**config.mk**
```make
export PLATFORM = sky130hd
export DESIGN_NAME = pic_bus_if
export DESIGN_NICKNAME = d
export VERILOG_FILES = /design/src/rtl/pic_bus_if.sv
export SDC_FILE = /design/constraint.sdc
export NUM_CORES = 1
export LEC_CHECK = 0
export CORE_MARGIN = 3
export CORE_UTILIZATION = 50
export CTS_CLUSTER_DIAMETER = 120
export DETAILED_ROUTE_END_ITERATION = 12
export PLACE_DENSITY = 0.78
export REMOVE_ABC_BUFFERS = 1
export SYNTH_ARGS = -nofsm -noshare
export SYNTH_HDL_FRONTEND = slang
export SYNTH_SLANG_ARGS = --single-unit
```
**constraint.sdc**
```tcl
create_clock -name clk -period 2.4 [get_ports clk]
set_clock_uncertainty 0.05 [all_clocks]
set_input_delay 0.48 -clock clk [delete_from_list [all_inputs] [get_ports clk]]
set_output_delay 0.48 -clock clk [all_outputs]
set_load 0.05 [all_outputs]
```
**src/rtl/pic_bus_if.sv**
```systemverilog
// Host-bus front end and ICW/OCW sequencer for the PIC.
// Syncs the async bus, decodes writes, holds config, muxes read-back.
module pic_bus_if #(
  parameter int N_IRQ       = 8,
  parameter int SYNC_STAGES = 2
) (
  input  logic             clk,
  input  logic             rst_n,
  input  logic             cs_n,
  input  logic             wr_n,
  input  logic             rd_n,
  input  logic             a0,
  input  logic [7:0]       din,
  output logic [7:0]       dout,
  output logic             dout_oe,
  input  logic [N_IRQ-1:0] irr,
  input  logic [N_IRQ-1:0] isr,
  input  logic             poll_valid,
  input  logic [2:0]       poll_level,
  output logic [N_IRQ-1:0] imr,
  output logic             init_done,
  output logic             ltim,
  output logic             single,
  output logic [4:0]       vec_base,
  output logic [7:0]       cas_cfg,
  output logic             aeoi,
  output logic             upm,
  output logic             smm,
  output logic             ocw2_stb,
  output logic [2:0]       ocw2_cmd,
  output logic [2:0]       ocw2_lvl,
  output logic             poll_stb
);

  localparam int S = SYNC_STAGES;

  typedef enum logic [2:0] {
    ST_UNINIT,
    ST_ICW2,
    ST_ICW3,
    ST_ICW4,
    ST_READY
  } state_t;

  logic [S-1:0] cs_sh;
  logic [S-1:0] wr_sh;
  logic [S-1:0] rd_sh;
  logic [S-1:0] a0_sh;
  logic [7:0]   din_sh [S];

  logic       cs_s;
  logic       wr_s;
  logic       rd_s;
  logic       a0_s;
  logic [7:0] din_s;

  logic       cs_q;
  logic       wr_q;
  logic       a0_q;
  logic [7:0] din_q;
  logic       wr_arm;
  logic       rd_arm;
  logic       wr_evt;
  logic       wr_a0;
  logic [7:0] wr_dat;
  logic       rd_act_q;

  logic       read_act;
  logic       wr_rise;
  logic       rd_end;
  logic [7:0] rd_word;

  state_t           state;
  state_t           state_nx;
  logic             ic4;
  logic             read_sel;
  logic             poll_pend;

  logic [N_IRQ-1:0] imr_nx;
  logic             init_done_nx;
  logic             ltim_nx;
  logic             single_nx;
  logic             ic4_nx;
  logic [4:0]       vec_base_nx;
  logic [7:0]       cas_cfg_nx;
  logic             aeoi_nx;
  logic             upm_nx;
  logic             smm_nx;
  logic             ocw2_stb_nx;
  logic [2:0]       ocw2_cmd_nx;
  logic [2:0]       ocw2_lvl_nx;
  logic             poll_stb_nx;
  logic             read_sel_nx;
  logic             poll_pend_nx;

  // Strobes reset to "asserted" so a strobe held across reset
  // never looks like a fresh falling edge; cs resets inactive.
  always_ff @(posedge clk or negedge rst_n) begin
    if (!rst_n) begin
      cs_sh <= '1;
      wr_sh <= '0;
      rd_sh <= '0;
      a0_sh <= '0;
      for (int i = 0; i < S; i++) din_sh[i] <= '0;
    end else begin
      cs_sh     <= {cs_sh[S-2:0], cs_n};
      wr_sh     <= {wr_sh[S-2:0], wr_n};
      rd_sh     <= {rd_sh[S-2:0], rd_n};
      a0_sh     <= {a0_sh[S-2:0], a0};
      din_sh[0] <= din;
      for (int i = 1; i < S; i++) din_sh[i] <= din_sh[i-1];
    end
  end

  assign cs_s  = cs_sh[S-1];
  assign wr_s  = wr_sh[S-1];
  assign rd_s  = rd_sh[S-1];
  assign a0_s  = a0_sh[S-1];
  assign din_s = din_sh[S-1];

  // A strobe only counts once its pin has been seen high after reset.
  assign read_act = rd_arm & ~rd_s & ~cs_s & wr_s;
  assign wr_rise  = ~wr_q & wr_s & wr_arm & ~cs_q;
  assign rd_end   = rd_act_q & rd_s;

  // Edge detection; the write event and its data are registered.
  always_ff @(posedge clk or negedge rst_n) begin
    if (!rst_n) begin
      cs_q     <= 1'b1;
      wr_q     <= 1'b0;
      a0_q     <= 1'b0;
      din_q    <= '0;
      wr_arm   <= 1'b0;
      rd_arm   <= 1'b0;
      wr_evt   <= 1'b0;
      wr_a0    <= 1'b0;
      wr_dat   <= '0;
      rd_act_q <= 1'b0;
    end else begin
      cs_q     <= cs_s;
      wr_q     <= wr_s;
      a0_q     <= a0_s;
      din_q    <= din_s;
      wr_arm   <= wr_arm | wr_s;
      rd_arm   <= rd_arm | rd_s;
      wr_evt   <= wr_rise;
      wr_a0    <= a0_q;
      wr_dat   <= din_q;
      rd_act_q <= read_act;
    end
  end

  // Sequencer state and configuration registers.
  always_ff @(posedge clk or negedge rst_n) begin
    if (!rst_n) begin
      state     <= ST_UNINIT;
      imr       <= '1;
      init_done <= 1'b0;
      ltim      <= 1'b0;
      single    <= 1'b0;
      ic4       <= 1'b0;
      vec_base  <= '0;
      cas_cfg   <= '0;
      aeoi      <= 1'b0;
      upm       <= 1'b0;
      smm       <= 1'b0;
      ocw2_stb  <= 1'b0;
      ocw2_cmd  <= '0;
      ocw2_lvl  <= '0;
      poll_stb  <= 1'b0;
      read_sel  <= 1'b0;
      poll_pend <= 1'b0;
    end else begin
      state     <= state_nx;
      imr       <= imr_nx;
      init_done <= init_done_nx;
      ltim      <= ltim_nx;
      single    <= single_nx;
      ic4       <= ic4_nx;
      vec_base  <= vec_base_nx;
      cas_cfg   <= cas_cfg_nx;
      aeoi      <= aeoi_nx;
      upm       <= upm_nx;
      smm       <= smm_nx;
      ocw2_stb  <= ocw2_stb_nx;
      ocw2_cmd  <= ocw2_cmd_nx;
      ocw2_lvl  <= ocw2_lvl_nx;
      poll_stb  <= poll_stb_nx;
      read_sel  <= read_sel_nx;
      poll_pend <= poll_pend_nx;
    end
  end

  // Write decode: ICW1 restarts from any state, else per-state handling.
  always_comb begin
    state_nx     = state;
    imr_nx       = imr;
    init_done_nx = init_done;
    ltim_nx      = ltim;
    single_nx    = single;
    ic4_nx       = ic4;
    vec_base_nx  = vec_base;
    cas_cfg_nx   = cas_cfg;
    aeoi_nx      = aeoi;
    upm_nx       = upm;
    smm_nx       = smm;
    ocw2_stb_nx  = 1'b0;
    ocw2_cmd_nx  = ocw2_cmd;
    ocw2_lvl_nx  = ocw2_lvl;
    poll_stb_nx  = 1'b0;
    read_sel_nx  = read_sel;
    poll_pend_nx = poll_pend;

    if (rd_end && poll_pend) begin
      poll_pend_nx = 1'b0;
      poll_stb_nx  = 1'b1;
    end

    if (wr_evt) begin
      if (!wr_a0 && wr_dat[4]) begin
        state_nx     = ST_ICW2;
        init_done_nx = 1'b0;
        imr_nx       = '0;
        smm_nx       = 1'b0;
        aeoi_nx      = 1'b0;
        upm_nx       = 1'b0;
        read_sel_nx  = 1'b0;
        poll_pend_nx = 1'b0;
        ltim_nx      = wr_dat[3];
        single_nx    = wr_dat[1];
        ic4_nx       = wr_dat[0];
      end else begin
        case (state)
          ST_ICW2: begin
            if (wr_a0) begin
              vec_base_nx = wr_dat[7:3];
              if (!single) begin
                state_nx = ST_ICW3;
              end else if (ic4) begin
                state_nx = ST_ICW4;
              end else begin
                state_nx     = ST_READY;
                init_done_nx = 1'b1;
              end
            end
          end
          ST_ICW3: begin
            if (wr_a0) begin
              cas_cfg_nx = wr_dat;
              if (ic4) begin
                state_nx = ST_ICW4;
              end else begin
                state_nx     = ST_READY;
                init_done_nx = 1'b1;
              end
            end
          end
          ST_ICW4: begin
            if (wr_a0) begin
              aeoi_nx      = wr_dat[1];
              upm_nx       = wr_dat[0];
              state_nx     = ST_READY;
              init_done_nx = 1'b1;
            end
          end
          ST_READY: begin
            if (wr_a0) begin
              imr_nx = wr_dat[N_IRQ-1:0];
            end else if (!wr_dat[3]) begin
              ocw2_stb_nx = 1'b1;
              ocw2_cmd_nx = wr_dat[7:5];
              ocw2_lvl_nx = wr_dat[2:0];
            end else begin
              if (wr_dat[1]) read_sel_nx  = wr_dat[0];
              if (wr_dat[6]) smm_nx       = wr_dat[5];
              if (wr_dat[2]) poll_pend_nx = 1'b1;
            end
          end
          default: ;
        endcase
      end
    end
  end

  // Read-back mux; poll word takes priority, narrow registers zero-pad.
  always_comb begin
    rd_word = '0;
    if (poll_pend) begin
      rd_word = {poll_valid, 4'b0000, poll_level};
    end else if (a0_s) begin
      rd_word[N_IRQ-1:0] = imr;
    end else if (read_sel) begin
      rd_word[N_IRQ-1:0] = isr;
    end else begin
      rd_word[N_IRQ-1:0] = irr;
    end
    dout    = read_act ? rd_word : 8'h00;
    dout_oe = read_act;
  end

endmodule

```
---- Word-level counts from Yosys, hierarchy flattened ----
Index checks and enable logic that the tools add are counted.
storage, ports and cells
  flip-flop bits (word level) ............. 89
  memory bits (writable) .................. 0
  latch bits .............................. 0
  ROM bits ................................ 0
  memories kept ........................... 0
  input port bits ......................... 34
  output and inout bits ................... 44
operators by class
  equality and inequality tests ........... 9
  $mul .................................... 0
  magnitude comparators ................... 0
  add/subtract/negate cells ............... 0
  bitwise gates (word level) .............. 16
  mux-type cells .......................... 50
  div/mod/pow operators ................... 0
  reductions and logical operators ........ 20
  shift-type cells ........................ 0
operators by type and width
  operator                                                                  number
  8-bit 2-to-1 mux                                                          7
  1-bit 2-to-1 mux                                                          35
  5-bit AND reduction                                                       4
  3-bit 2-to-1 mux                                                          6
  3-bit inequality test (second input constant)                             4
  2-bit nonzero test                                                        6
  3-bit case mux with 3 select lines                                        1
  4-bit AND reduction                                                       2
  1-bit bitwise AND                                                         7
  1-bit inverter                                                            7
  3-bit by 2-bit == test with 1-bit output (second input constant)          2
  3-bit AND reduction                                                       2
  6-bit AND reduction                                                       1
  4-bit nonzero test                                                        1
  3-bit by 1-bit == test with 1-bit output (second input constant)          1
  3-bit == test (second input constant)                                     1
  1-bit case mux with 3 select lines                                        1
  1-bit logical AND                                                         2
  2-bit by 1-bit inequality test with 1-bit output (second input constant)  1
  1-bit OR                                                                  2
  2-bit AND reduction                                                       1
  1-bit zero test                                                           1

---- Longest topological paths before layout ----
Gate-level depths: netlist (run 1).
  depth in word-level cells ............... 9
  gate-level depth with buffers ........... 5
  depth with buffers taken out ............ 3

---- Worst setup path before layout (run 1) ----
OpenSTA, ideal clock, no wires.
  path kind ............................... register to output
  start ................................... register rd_sh[1]
  end ..................................... output dout[3]
  setup slack ............................. -0.187 ns
  required time ........................... 1.870 ns
  buffers on the path ..................... 0
  stages on the path, launching flop included .. 4
  data arrival time ....................... 2.057 ns
  cells stage by stage .................... dfrtp_1 nand4bb_1 nand2b_1 a211oi_1
on the way
  word-level cells in the longest chain between the ends .. 5
RTL lines
  element                         RTL line  source
  from (decl)                     47        logic [S-1:0] rd_sh;
  from (signal assigned)          108       rd_sh <= {rd_sh[S-2:0], rd_n};
  1-bit inverter                  122       assign read_act = rd_arm & ~rd_s & ~cs_s & wr_s;
  1-bit bitwise AND (3 in a row)  122
  8-bit 2-to-1 mux                297       dout = read_act ? rd_word : 8'h00;
  to (decl)                       14        output logic [7:0] dout,
Every way passes these cells.

---- Final worst setup path (run 1) ----
  start ................................... register rd_sh[1]
  end ..................................... output dout[5]
The elaborated chain is that of the path after synthesis.

==> results of run 1 <==
[per-layer routing]
layer	global-route usage, %	vias to the layer above	wire [microns]
met5	0	-	0
li1	-	980	-
met4	7.53	0	48
met1	23.9	1053	2790
met3	5.11	8	550
met2	30.2	72	3220
[critical path, cell delays in order, from the launching register on]
cell and delay, ns:
dfrtp_1 0.41, nand4bb_1 0.23, nand2b_1 0.27, a211oi_1 0.40, buf_12 0.19
[registers in the layout, summed over array words and instances, names as in the netlist, 2 cells and up]
register / count
din_s: 8
ocw2_lvl: 3
a0_sh: 2
din_sh: 8
wr_dat: 8
ocw2_cmd: 3
rd_sh: 2
state: 3
imr: 8
cas_cfg: 8
vec_base: 5
wr_sh: 2
din_q: 8
cs_sh: 2
[logic make-up after synthesis]
kind of cell	Yosys count	share of synthesized area, %
compound gates	33	7.05
simple gates	55	11.0
flops	89	67.5
mux	36	11.8
buf+inv	20	2.56
[cell usage after synthesis]
| library cell | n |
|---|---|
| dfrtp_1 | 78 |
| mux2_2 | 23 |
| nand2_1 | 16 |
| dfstp_2 | 11 |
| inv_1 | 11 |
| mux2i_1 | 10 |
| a211oi_1 | 8 |
| nor2b_1 | 7 |
| nand2b_1 | 6 |
| a21oi_1 | 5 |
| o21ai_0 | 5 |
| a22o_1 | 4 |
| buf_2 | 4 |
| nor2_1 | 4 |
| o211ai_1 | 4 |
| clkbuf_1 | 3 |
| mux2_1 | 3 |
| nand3b_1 | 3 |
| nand4_1 | 3 |
| and3b_1 | 2 |
| and4b_1 | 2 |
| o21bai_1 | 2 |
| o311a_1 | 2 |
| or2_2 | 2 |
| a21boi_0 | 1 |
| and2_1 | 1 |
| and2b_1 | 1 |
| and4bb_2 | 1 |
| buf_4 | 1 |
| clkbuf_2 | 1 |
| nand3_1 | 1 |
| nand4b_1 | 1 |
| nand4b_2 | 1 |
| nand4bb_1 | 1 |
| nor3b_4 | 1 |
| nor4b_4 | 1 |
| nor4bb_1 | 1 |
| o2111ai_1 | 1 |
| o21a_1 | 1 |
[layout make-up]
class | count | area share (%)
clock buffers | 10 | 2.86
clock inverters | 6 | 1.49
inverters | 11 | 0.926
multi-input cells | 124 | 22.5
flip-flops and latches | 89 | 50.3
well taps | 77 | 2.16
repair buffers | 80 | 19.8
[power by group]
part           internal, mW  switching (mW)
combinational         0.448           0.690
clock                 0.487           0.514
sequential             1.71           0.174
[final timing paths]
kind,start,endpoint,slack [ns]
worst max-delay path,rd_sh[1],dout[5],0.03
worst min-delay path,rst_n,ocw2_stb,0.003
worst max register to register,wr_a0,cas_cfg[3],0.44
worst min register to register,din_q[5],wr_dat[5],0.30
max in group asynchronous,rst_n,state[0],1.67
min in group clk,din_q[5],wr_dat[5],0.30
[metrics by stage]
step	hold slack [ns]	instance area (sq um)	std cells	setup TNS [ns]	total power, mW
after CTS	0.00857	4450	397	0	4.06
after detailed placement	0.285	4250	381	0	3.06
after floorplan	0.134	3280	224	-0.748	2.60
final	0.00253	4460	397	0	4.02
after global routing	0.0271	4460	397	-0.0765	4.21
after global placement	0.282	4250	381	0	3.03
==> metrics, run 1 <==
area delta synth->final=34.3%; vias post-DR=2,113; Leak Pwr=1.94 nW; Fillers=476; final slew viol count=0; area occupied by registers=0.00224 sq mm; Unique masters post-synth=39; worst vdd ir=a little under 0.7 mV; largest net degree at the start of global routing=60; outcome=complete, no violations; drt initial violations=133; DIE AREA=0.00765 sq mm; critical path arrival=around 1.8 ns; WP data required=1.87 ns; CP Capture Type=output port; diode count=0; first-pass GRT wire length=10,800 microns; fin crit share=98.6%; worst slew pin tran=0.602 ns; drt wl/cell=roughly 17 microns; Post-CTS Resized=2; Max Cap Viol=0; GRT overflow=0; cell taking the most area after synthesis=dfrtp_1; Clock transition at path regs=0.09 ns; RD Place Congestion=0.800; DP HPWL=4710 microns; top cell type's share of synthesized area=58.8%; CTS tree=yes; CTS Buf Count=9; R2R cell count=3; CORE AREA=0.00639 sq mm; port bufs=77; endpoints failing setup=0; Crit Path Class=flip-flop to output port; Cell Rows=29; Skew-Pair Late Insertion Delay=between 0.3 and 0.4 ns; post-layout util=69.8%; remaining antenna violation count after routing=0; top post-synthesis cells by area=dfrtp_1 59%, dfstp_2 8.7%, mux2_2 7.8%, mux2i_1 3.0%, a211oi_1 1.8%; worst min path class=primary input to async pin; vias in the first global route=2,229; Routed Wire Length=roughly 6600 microns; RSZ-0062 raised after global routing=true; critical path peak fanout=4; pwr dens=between 900 and 1000 mW/mm^2; commonest non-fill, non-tap cell in the layout=dfrtp_1; Initial Util=52.0%; width of the die=87.5 microns; IO Pins=78; Hold Buf Count CTS=0; clock buffer depth=2; commonest non-fill, non-tap cells in the layout=77 x dfrtp_1, 67 x clkdlybuf4s50_1, 23 x mux2_2; initial antenna violation count=0; Max Clock Freq=~420 MHz; clk root buf=clkbuf_8; Ys Warns=0; nets=349; CP startpoint kind=flip-flop; Netlist Area Pre-Place=about 0.0033 sq mm; post-CTS setup buffer count=0; syn_area_per_cell=roughly 14 sq um; drt pass-1 iters=4; share of cells above drive strength 1=22.2%; min Tclk post-route=2.37 ns; post-place setup slack=0.156 ns; Yosys reg bits=between 80 and 90; vias per cell=5.32; TritonCTS Sinks=89; Hold Violations, Final=0; final worst setup slack=between 0.03 and 0.04 ns; footprint of the multi-input gates=around 0.001 sq mm; die height=87.5 microns; # DRC=0; number of H-tree levels=3; register area share after synthesis=67.5%; Post-Syn Instances=233; Global Route Usage Sum=18.7%; Slew headroom=59.8%
(Power assumes the default switching activity.)
==> run 2: changes to the inputs <==
--- a/config.mk
+++ b/config.mk
@@ -5,10 +5,12 @@
 export SDC_FILE = /design/constraint.sdc
 export NUM_CORES = 1
 export LEC_CHECK = 0
+export CAP_MARGIN = 40
 export CORE_MARGIN = 3
 export CORE_UTILIZATION = 50
 export CTS_CLUSTER_DIAMETER = 120
 export DETAILED_ROUTE_END_ITERATION = 12
+export GPL_TIMING_DRIVEN = 0
 export PLACE_DENSITY = 0.78
 export REMOVE_ABC_BUFFERS = 1
 export SYNTH_ARGS = -nofsm -noshare
==> run 2 against run 1 <==
  * Register-to-register slack better by 0.02 ns
  * Flip-flop and latch count unchanged
  * Cell count unchanged
  * Utilization down 0.78 points
  * Clock-buffer cell count up 1
  * Total power up 0.56%
  * Hold slack better by 0.038 ns
  * Critical path depth up 1
  * Fmax up 1.4%
  * Critical path type is now primary input to output port
  * Critical endpoint is now dout[0]
==> metrics, run 2 (synthesized netlist as in run 1, its figures left out) <==
CP max stage delay=roughly 0.41 ns; TritonCTS Sinks=89; min Tclk post-route=2.34 ns; share of cells above drive strength 1=22.5%; WP data required=1.87 ns; # DRC=0; Global Route Usage Sum=18.4%; CP Capture Type=output port; area delta synth->final=32.8%; CTS tree=yes; RSZ-0062 raised after global routing=false; clk root buf=clkbuf_8; Skew-Pair Late Insertion Delay=0.35 ns; drt initial violations=a little under 200; vias per cell=5.31; nets=349; Routed Wire Length=6670 microns; worst vdd ir=0.783 mV; Hold Buf Count CTS=0; DIE AREA=0.00765 sq mm; pwr dens=918 mW/mm^2; CP startpoint kind=primary input; width of the die=~87 microns; worst min path class=primary input to async pin; Hold Violations, Final=0; delay-heaviest family, CP=buffers and inverters; CTS Buf Count=9; CORE AREA=0.00639 sq mm; vias in the first global route=between 2,000 and 2,500; slowest CP cell=clkdlybuf4s50_1; Max Clock Freq=~430 MHz; Cell Rows=29; remaining antenna violation count after routing=0; post-place setup slack=-0.373 ns; Max Cap Viol=0; drt wl/cell=about 17 microns; commonest non-fill, non-tap cell in the layout=dfrtp_1; outcome=complete, no violations; Slew headroom=64.1%; endpoints failing setup=0; number of H-tree levels=3; largest net degree at the start of global routing=52; worst slew pin tran=0.538 ns; diode count=0; Leak Pwr=1.93 nW; fin crit share=just under 100%; commonest non-fill, non-tap cells in the layout=76 x dfrtp_1, 67 x clkdlybuf4s50_1, 23 x mux2_2; Post-Route Setup TNS=0 ns; critical path peak fanout=1; Crit Path Class=primary input to output port; die height=87.5 microns; critical path arrival=1.81 ns; worst path cell trace=clkdlybuf4s50_1 > mux2_2 > o211ai_1 > a21oi_1 > clkdlybuf4s15_2; Buf/Inv on CP=2; DP HPWL=4550 microns; final worst setup slack=~0.064 ns; Clock transition at path regs=0.08 ns; port bufs=77; clock buffer depth=2; GRT overflow=0; initial antenna violation count=0; Initial Util=52.0%; drt pass-1 iters=6; vias post-DR=2,109; IO Pins=78; RD Place Congestion=0.809; first-pass GRT wire length=10,500 microns; final slew viol count=0
[run 2: worst paths after layout]
path	end	slack, ns	cells after the start	start
worst max-delay path	dout[0]	0.06	5	isr[0]
min in group clk	din_s[4]	0.30	0	din_sh[12]
worst min-delay path	din_sh[10]	0.04	1	rst_n
worst min register to register	din_s[4]	0.30	0	din_sh[12]
worst max register to register	cas_cfg[1]	0.46	3	wr_a0
max in group asynchronous	din_s[5]	1.64	2	rst_n
[run 2: area by class of cell]
cell class                 instances  area (sq um)
clock buffer                      11           141
clock inverter                     5          61.3
fill                             469          1980
tap                               77          96.3
inverter                          11          41.3
sequential                        89          2240
timing repair buffer              80           802
multi-input combinational        124          1020
[run 2: what timing repair did]
action,CTS,global route
resized for setup,45,4
endpoints found under the setup margin,9,6
buffers inserted,1,1
[run 2: worst reg2reg max path: cells and delay by family (launching register included)]
family | cells | cell delay [ns]
mux | 1 | 0.40
flops | 1 | 0.59
simple gates | 2 | 0.80
[run 2: per-stage QoR]
step | instance area [sq um] | cells | power [mW] | util (%) | hold WS (ns)
2_1_floorplan | 3280 | 224 | 2.60 | - | 0.134
3_3_place_gp | 4140 | 378 | 3.01 | 64.9 | 0.282
5_1_grt | 4410 | 397 | 4.23 | 69.0 | 0.0592
3_5_place_dp | 4170 | 379 | 3.04 | 65.3 | 0.285
4_1_cts | 4380 | 396 | 4.07 | 68.7 | 0.0516
6_report | 4410 | 397 | 4.04 | 69.0 | 0.0404
[run 2: report_power, final]
group	switching (mW)	total (mW)	internal (mW)
clock network	0.517	1.03	0.518
registers	0.179	1.89	1.71
logic	0.682	1.12	0.439
[run 2: metal layers]
| metal | up-vias | track usage, % | wire length [microns] |
|---|---|---|---|
| met5 | - | 0 | 0 |
| met4 | 0 | 6.69 | 102 |
| met1 | 1040 | 22.8 | 2800 |
| met2 | 70 | 29.6 | 3140 |
| met3 | 14 | 7.00 | 623 |
| li1 | 985 | - | - |
